===== src/rtl/inst_encoder.sv =====
// RV32 instruction word assembler: packs decoded fields and a 32-bit immediate
// into one word, or expands LI into LUI/ADDI, behind a single registered output stage.
`ifndef TYPE_BUS
`define TYPE_BUS 2:0
`endif
`ifndef INST_R
`define INST_R 3'd0
`endif
`ifndef INST_I
`define INST_I 3'd1
`endif
`ifndef INST_S
`define INST_S 3'd2
`endif
`ifndef INST_B
`define INST_B 3'd3
`endif
`ifndef INST_U
`define INST_U 3'd4
`endif
`ifndef INST_J
`define INST_J 3'd5
`endif

module inst_encoder (
  input  logic              clk,
  input  logic              rst,
  input  logic              in_valid,
  output logic              in_ready,
  input  logic [`TYPE_BUS]  itype,
  input  logic              li,
  input  logic [6:0]        opcode,
  input  logic [4:0]        rd,
  input  logic [4:0]        rs1,
  input  logic [4:0]        rs2,
  input  logic [2:0]        funct3,
  input  logic [6:0]        funct7,
  input  logic [31:0]       imm32,
  output logic              out_valid,
  input  logic              out_ready,
  output logic [31:0]       inst,
  output logic              err
);

  localparam logic [6:0] OP_IMM = 7'h13;
  localparam logic [6:0] OP_LUI = 7'h37;

  typedef enum logic [1:0] {
    IDLE,
    HOLD,
    LI_HI
  } state_t;

  state_t      state_q;
  logic        out_valid_q;
  logic [31:0] inst_q;
  logic        err_q;
  logic [31:0] pend_q;

  logic        accept;
  logic        fits12;
  logic        fits13;
  logic        fits21;
  logic [19:0] li_hi;
  logic [31:0] enc_word;
  logic        enc_err;
  logic        enc_two;
  logic [31:0] enc_pend;

  always_comb begin
    in_ready = (state_q == IDLE) || ((state_q == HOLD) && out_ready);
    accept   = in_valid && in_ready;
  end

  always_comb begin
    fits12 = (imm32[31:11] == '0) || (imm32[31:11] == '1);
    fits13 = (imm32[31:12] == '0) || (imm32[31:12] == '1);
    fits21 = (imm32[31:20] == '0) || (imm32[31:20] == '1);
    // (imm32 + 0x800) >> 12 reduces to the upper field plus the rounding carry from bit 11
    li_hi  = imm32[31:12] + {19'd0, imm32[11]};
  end

  always_comb begin
    enc_word = '0;
    enc_err  = 1'b0;
    enc_two  = 1'b0;
    enc_pend = '0;
    if (li) begin
      if (fits12) begin
        enc_word = {imm32[11:0], 5'd0, 3'b000, rd, OP_IMM};
      end else begin
        enc_word = {li_hi, rd, OP_LUI};
        if (imm32[11:0] != '0) begin
          enc_two  = 1'b1;
          enc_pend = {imm32[11:0], rd, 3'b000, rd, OP_IMM};
        end
      end
    end else begin
      case (itype)
        `INST_R: enc_word = {funct7, rs2, rs1, funct3, rd, opcode};
        `INST_I: begin
          enc_word = {imm32[11:0], rs1, funct3, rd, opcode};
          enc_err  = !fits12;
        end
        `INST_S: begin
          enc_word = {imm32[11:5], rs2, rs1, funct3, imm32[4:0], opcode};
          enc_err  = !fits12;
        end
        `INST_B: begin
          enc_word = {imm32[12], imm32[10:5], rs2, rs1, funct3, imm32[4:1], imm32[11], opcode};
          enc_err  = !fits13 || imm32[0];
        end
        `INST_U: begin
          enc_word = {imm32[31:12], rd, opcode};
          enc_err  = (imm32[11:0] != '0);
        end
        `INST_J: begin
          enc_word = {imm32[20], imm32[10:1], imm32[11], imm32[19:12], rd, opcode};
          enc_err  = !fits21 || imm32[0];
        end
        default: begin
          enc_word = '0;
          enc_err  = 1'b1;
        end
      endcase
    end
  end

  always_ff @(posedge clk) begin
    if (rst) begin
      state_q     <= IDLE;
      out_valid_q <= 1'b0;
      inst_q      <= '0;
      err_q       <= 1'b0;
      pend_q      <= '0;
    end else begin
      case (state_q)
        IDLE, HOLD: begin
          if (accept) begin
            inst_q      <= enc_word;
            err_q       <= enc_err;
            out_valid_q <= 1'b1;
            pend_q      <= enc_pend;
            state_q     <= enc_two ? LI_HI : HOLD;
          end else if ((state_q == HOLD) && out_ready) begin
            out_valid_q <= 1'b0;
            state_q     <= IDLE;
          end
        end
        LI_HI: begin
          if (out_ready) begin
            inst_q  <= pend_q;
            err_q   <= 1'b0;
            pend_q  <= '0;
            state_q <= HOLD;
          end
        end
        default: begin
          out_valid_q <= 1'b0;
          state_q     <= IDLE;
        end
      endcase
    end
  end

  always_comb begin
    out_valid = out_valid_q;
    inst      = inst_q;
    err       = err_q;
  end

endmodule


===== config.mk =====
export PLATFORM = sky130hd
export DESIGN_NAME = inst_encoder
export DESIGN_NICKNAME = d
export VERILOG_FILES = /design/src/rtl/inst_encoder.sv
export SDC_FILE = /design/constraint.sdc
export NUM_CORES = 1
export LEC_CHECK = 0
export ABC_AREA = 1
export CAP_MARGIN = 20
export CORE_ASPECT_RATIO = 1.75
export CORE_MARGIN = 2
export CORE_UTILIZATION = 47
export CTS_CLUSTER_SIZE = 30
export DETAILED_ROUTE_END_ITERATION = 7
export PLACE_DENSITY = 0.88
export SLEW_MARGIN = 20
export SYNTH_ARGS = -nofsm -noshare
export SYNTH_HDL_FRONTEND = slang
export SYNTH_SLANG_ARGS = --single-unit

===== constraint.sdc =====
create_clock -name clk -period 2.1 [get_ports clk]
set_clock_uncertainty 0.05 [all_clocks]
set_input_delay 0.42 -clock clk [delete_from_list [all_inputs] [get_ports clk]]
set_output_delay 0.42 -clock clk [all_outputs]
set_load 0.02 [all_outputs]

=== After elaboration in Yosys (flattened, before gate mapping) ===
Index checks and enable logic that the tools add are counted.

* Register bits: 68
* Input bits: 72
* Logic and storage cells: 71

* Add/subtract/negate cells: 1
* Equal/unequal tests: 13
* Muxes and demuxes: 28
* Bitwise operators: 1
* Reductions and logical operators: 23

{| class="wikitable"
|+ Operator list
! cell !! count
|-
| 2-to-1 mux 32 bit || 9
|-
| one-hot mux 32 bit (6 select lines) || 1
|-
| one-hot mux 32 bit (2 select lines) || 2
|-
| == test 21 bit, second input constant || 1
|-
| zero test 21 bit || 1
|-
| adder 20 x 1 -> 20 bit || 1
|-
| == test 20 bit, second input constant || 1
|-
| zero test 20 bit || 1
|-
| == test 12 bit, second input constant || 1
|-
| zero test 12 bit || 1
|-
| nonzero test 12 bit || 1
|-
| 2-to-1 mux 1 bit || 8
|-
| 2-to-1 mux 2 bit || 4
|-
| == test 3 x 2 -> 1 bit, second input constant || 2
|-
| == test 3 bit, second input constant || 2
|-
| logical OR 1 bit || 6
|-
| one-hot mux 1 bit (5 select lines) || 1
|-
| inequality test 2 bit, second input constant || 2
|-
| one-hot mux 1 bit (2 select lines) || 2
|-
| one-hot mux 2 bit (2 select lines) || 1
|-
| AND reduction 2 bit || 2
|-
| OR reduction 2 bit || 2
|-
| == test 3 x 1 -> 1 bit, second input constant || 1
|-
| zero test 1 bit || 3
|-
| other kinds (9) || 10
|}

=== Depth between registers and ports, before layout ===
* Word-level depth: 8
* Depth in mapped cells: 13
* Depth with buffers taken out: 13

=== Least setup slack after synthesis ===
OpenSTA, ideal clock, no wires.

* Path kind: in2reg
* Start point: input port out_ready
* End point: register inst_q[11] (netlist: inst[11])
* Arrival time: 1.723 ns
* Data required time: 1.926 ns
* Setup slack: 0.203 ns
* Cell stages on the path: 11
* Cells stage by stage: inv_1 -> nand2_1 -> inv_1 -> nor2_1 -> nand2_1 -> nand2_1 -> nand2_2 -> buf_4 -> buf_6 -> a21oi_2 -> a31oi_1

* Cells in the longest elaborated chain, start to end: 5

{| class="wikitable"
|+ Ends and longest elaborated chain
! element !! RTL line !! text
|-
| start, declared || 40 || <nowiki>input logic out_ready,</nowiki>
|-
| logical AND 1 bit || 71 || <nowiki>in_ready = (state_q == IDLE) || ((state_q == HOLD) && out_ready);</nowiki>
|-
| logical OR 1 bit || 71 ||
|-
| via in_ready || 29 || <nowiki>output logic in_ready,</nowiki>
|-
| logical AND 1 bit || 72 || <nowiki>accept = in_valid && in_ready;</nowiki>
|-
| inequality test 2 bit (no source line) || - ||
|-
| AND reduction 3 bit (no source line) || - ||
|-
| end signal, assigned || 140 || <nowiki>inst_q <= enc_word;</nowiki>
|-
| end signal, assigned || 152 || <nowiki>inst_q <= pend_q;</nowiki>
|-
| end, declared || 56 || <nowiki>logic [31:0] inst_q;</nowiki>
|}

The timed path passes the listed nets, and every way through them passes these cells.
A chain may end at the register's enable or synchronous reset.

=== Final worst setup path ===
* Start point: input port out_ready
* End point: output port in_ready

* Cells in the longest elaborated chain, start to end: 2

{| class="wikitable"
|+ Ends and longest elaborated chain
! element !! RTL line
|-
| logical AND 1 bit || 71
|-
| logical OR 1 bit || 71
|-
| end, declared || 29
|}

Every way passes these cells.

==> run summary <==
Status: finished with violations
Failing checks: design-rule violations
WL per Instance: 15.85 µm
CTS Root Cell: clkbuf_16
Die X-Extent: 72.62 µm
Placed Cells: 906
Total wire length: 14510 µm
CP Class: input port to output pin
CTS buffer count: 5
Global Route Usage Sum: 0.3252
Power per cell area: 524.1 nW/µm²
Starting Density: 0.4863
Startpoint types: input port
Routed vias: 5098
Wire length on met3: 880 µm
Nets: 899
Core area: 7963 µm²
Pwr Total: 3.088 mW
Pleak: 2.656 nW
Hold WC Path Type: flip-flop to flip-flop
Worst hold stages: 2
Setup_tns: 0 ps
Final WS setup: 104.2 ps
Post-Place Worst Slack: -390.2 ps
CTS tree: built
R2R setup slack: 210 ps
Site Rows: 43
Worst Tran Pin Value: 461.3 ps
Max-slew headroom: 0.6913
Post-synth top area share: 0.2792
Largest net degree at the start of global routing: 44
Minimum clock period: 1996 ps
DRC viols: 1
Synth cell types: 40
Clk pin slew, worst setup/hold paths: 70 ps
Syn-to-layout area delta: 52.15%
Max_cap viols: 0
Final ANT Viol Nets: 0
Synth cell count leaders: nand2_1 (199), nor2_1 (78), a21oi_1 (73)
Synthesis-stage register bit count: 54
Seq/Total Area, Yosys: 0.2792
Wl on met1: 5163 µm
DP HPWL: 11530 µm
FF-to-FF End: inst[16]
Yosys top cell by area: dfxtp_1
N_diodes: 0
Top Ports: 107
Clock H-tree levels: 2
DRT Pass-1 Iters: 8
Hold Crit Start: inst[29]
Fraction of layout instances using a drive strength above 1: 0.1758
DR WL met2: 7871 µm
Final core utilization: 0.7399
Vias in the first global route: 4971
Port Buf Inserts: 106
FMAX: 0.5011 GHz
Reg2reg start: state_q[1]
Vias/cell: 5.572
DRT iter0 DRCs: 478
Die height: 124.1 µm
First-pass GRT wire length: 23050 µm
Final setup violation count: 0
Synth top area cells: dfxtp_1 (28%), nand2_1 (19%), a21oi_1 (9.4%)
Top routing layer in use: met4
Crit-path max FO: 2
FF-to-FF path depth: 8
Clk buf depth: 2
RePlAce Congestion: 0.9865
Synth Instances: 639
Period utilization: 0.9504
Post-synth ARST share: 0
Endpoint type of the worst setup path: output pin
WP data required: 1630 ps
Non-filler instance count after layout: 915
Final Max Slew Viols: 0
Fin. Hold Viols: 0
Hold worst-path end: inst[29]
Crit path from: out_ready
Max IR drop VDD: 0.0004879 V
Ys flop type: dfxtp_1
Initial antenna violation count: 0
Most numerous cell in the Yosys netlist: nand2_1
Mapped Area: 3872 µm²
Crit path DAT: 1530 ps
Synthesis Warnings: 0
Die Footprint: 9010 µm²
RSZ-0062 raised after global routing: false
Syn Area/Cell: 6.060 µm²
Number of synthesized flops with an enable pin: 0
GRT overflow: 0
Syn_nets: 714
Sink Count: 54
Clock latency on the worst-skew pair: 300 ps
how the worst max path moves through the flow:
stage | cells after the start | slack [ps] | end
after floorplan | 11 | 200 | inst[11]
after global placement | 12 | -360 | inst[28]
after detailed placement | 12 | -390 | inst[28]
after CTS | 12 | 3 | inst[30]
after global routing | 11 | 2 | inst[5]
final | 6 | 100 | in_ready
layout make-up:
type	instances	area [µm²]
Inverter	43	166.4
Multi-Input combinational cell	515	2529
Fill cell	680	2071
Sequential cell	54	1081
Clock buffer	5	125.1
Timing Repair Buffer	205	1854
Clock inverter	3	23.77
Tap cell	90	112.6
per-layer routing:
metal  GRT usage  vias to the layer above
met5           0                        -
met4      0.1528                        0
met3     0.01699                       46
met2      0.6131                      279
met1      0.3630                     2307
li1            -                     2466
cells in the final DEF, fill, tap and decap left out, types with 3 or more instances in the layout:
cell,n
o21ai_0,31
dlymetal6s2s_1,6
clkdlybuf4s50_1,98
nand4_1,5
o21ai_1,3
a21oi_1,72
nor3_1,8
xnor2_1,4
inv_1,36
buf_4,96
dfxtp_1,54
nand3_2,10
nor2_2,5
nand3_1,60
clkbuf_16,5
o211ai_1,6
xor2_1,9
buf_12,3
nand2_2,3
nor2_1,77
inv_2,5
nand2_1,198
state kept, by name, indices dropped and copies added (netlist names):
name,flops
err,1
out_valid,1
state_q,2
inst,32
pend_q,18
logic make-up (layout without fill, tap and decap cells):
logic type               after synthesis  after routing  synth area share
XOR/XNOR                              13             13           0.02940
adder cells (fa/ha/maj)                3              3          0.009694
buffers and inverters                 70            256           0.08174
flip-flops                            54             54            0.2792
AND/OR/NAND/NOR                      376            376            0.4278
AO/OA/AOI/OAI                        123            123            0.1722
through the flow:
step                cell area, µm²  hold slack (ps)
floorplan                     3872            388.8
global placement              5657            402.2
detailed placement            5657            408.0
CTS                           5833            418.6
global route                  5892            437.5
finish                        5892            416.8
report_power, final:
part / internal, mW / switching, mW / leakage, nW / total [mW]
Sequential: 1.11 / 0.0479 / 0.443 / 1.15
Clock: 0.446 / 0.390 / 0.0664 / 0.836
Combinational: 0.508 / 0.590 / 2.15 / 1.10
repair_timing:
item | 4_1_cts | 5_1_grt
setup buffers | 1 | 0
hold buffers | 0 | 0
pin swaps | 2 | 2
gates resized for setup | 6 | 14
endpoints found under the setup margin | 24 | 17
critical path: stages:
cell and delay, ps:
clkdlybuf4s50_1 450, inv_1 50, nand2_1 70, inv_1 60, nor2_1 120, dlygate4sd2_1 350
Note: power is estimated with default switching activity, not from simulation.
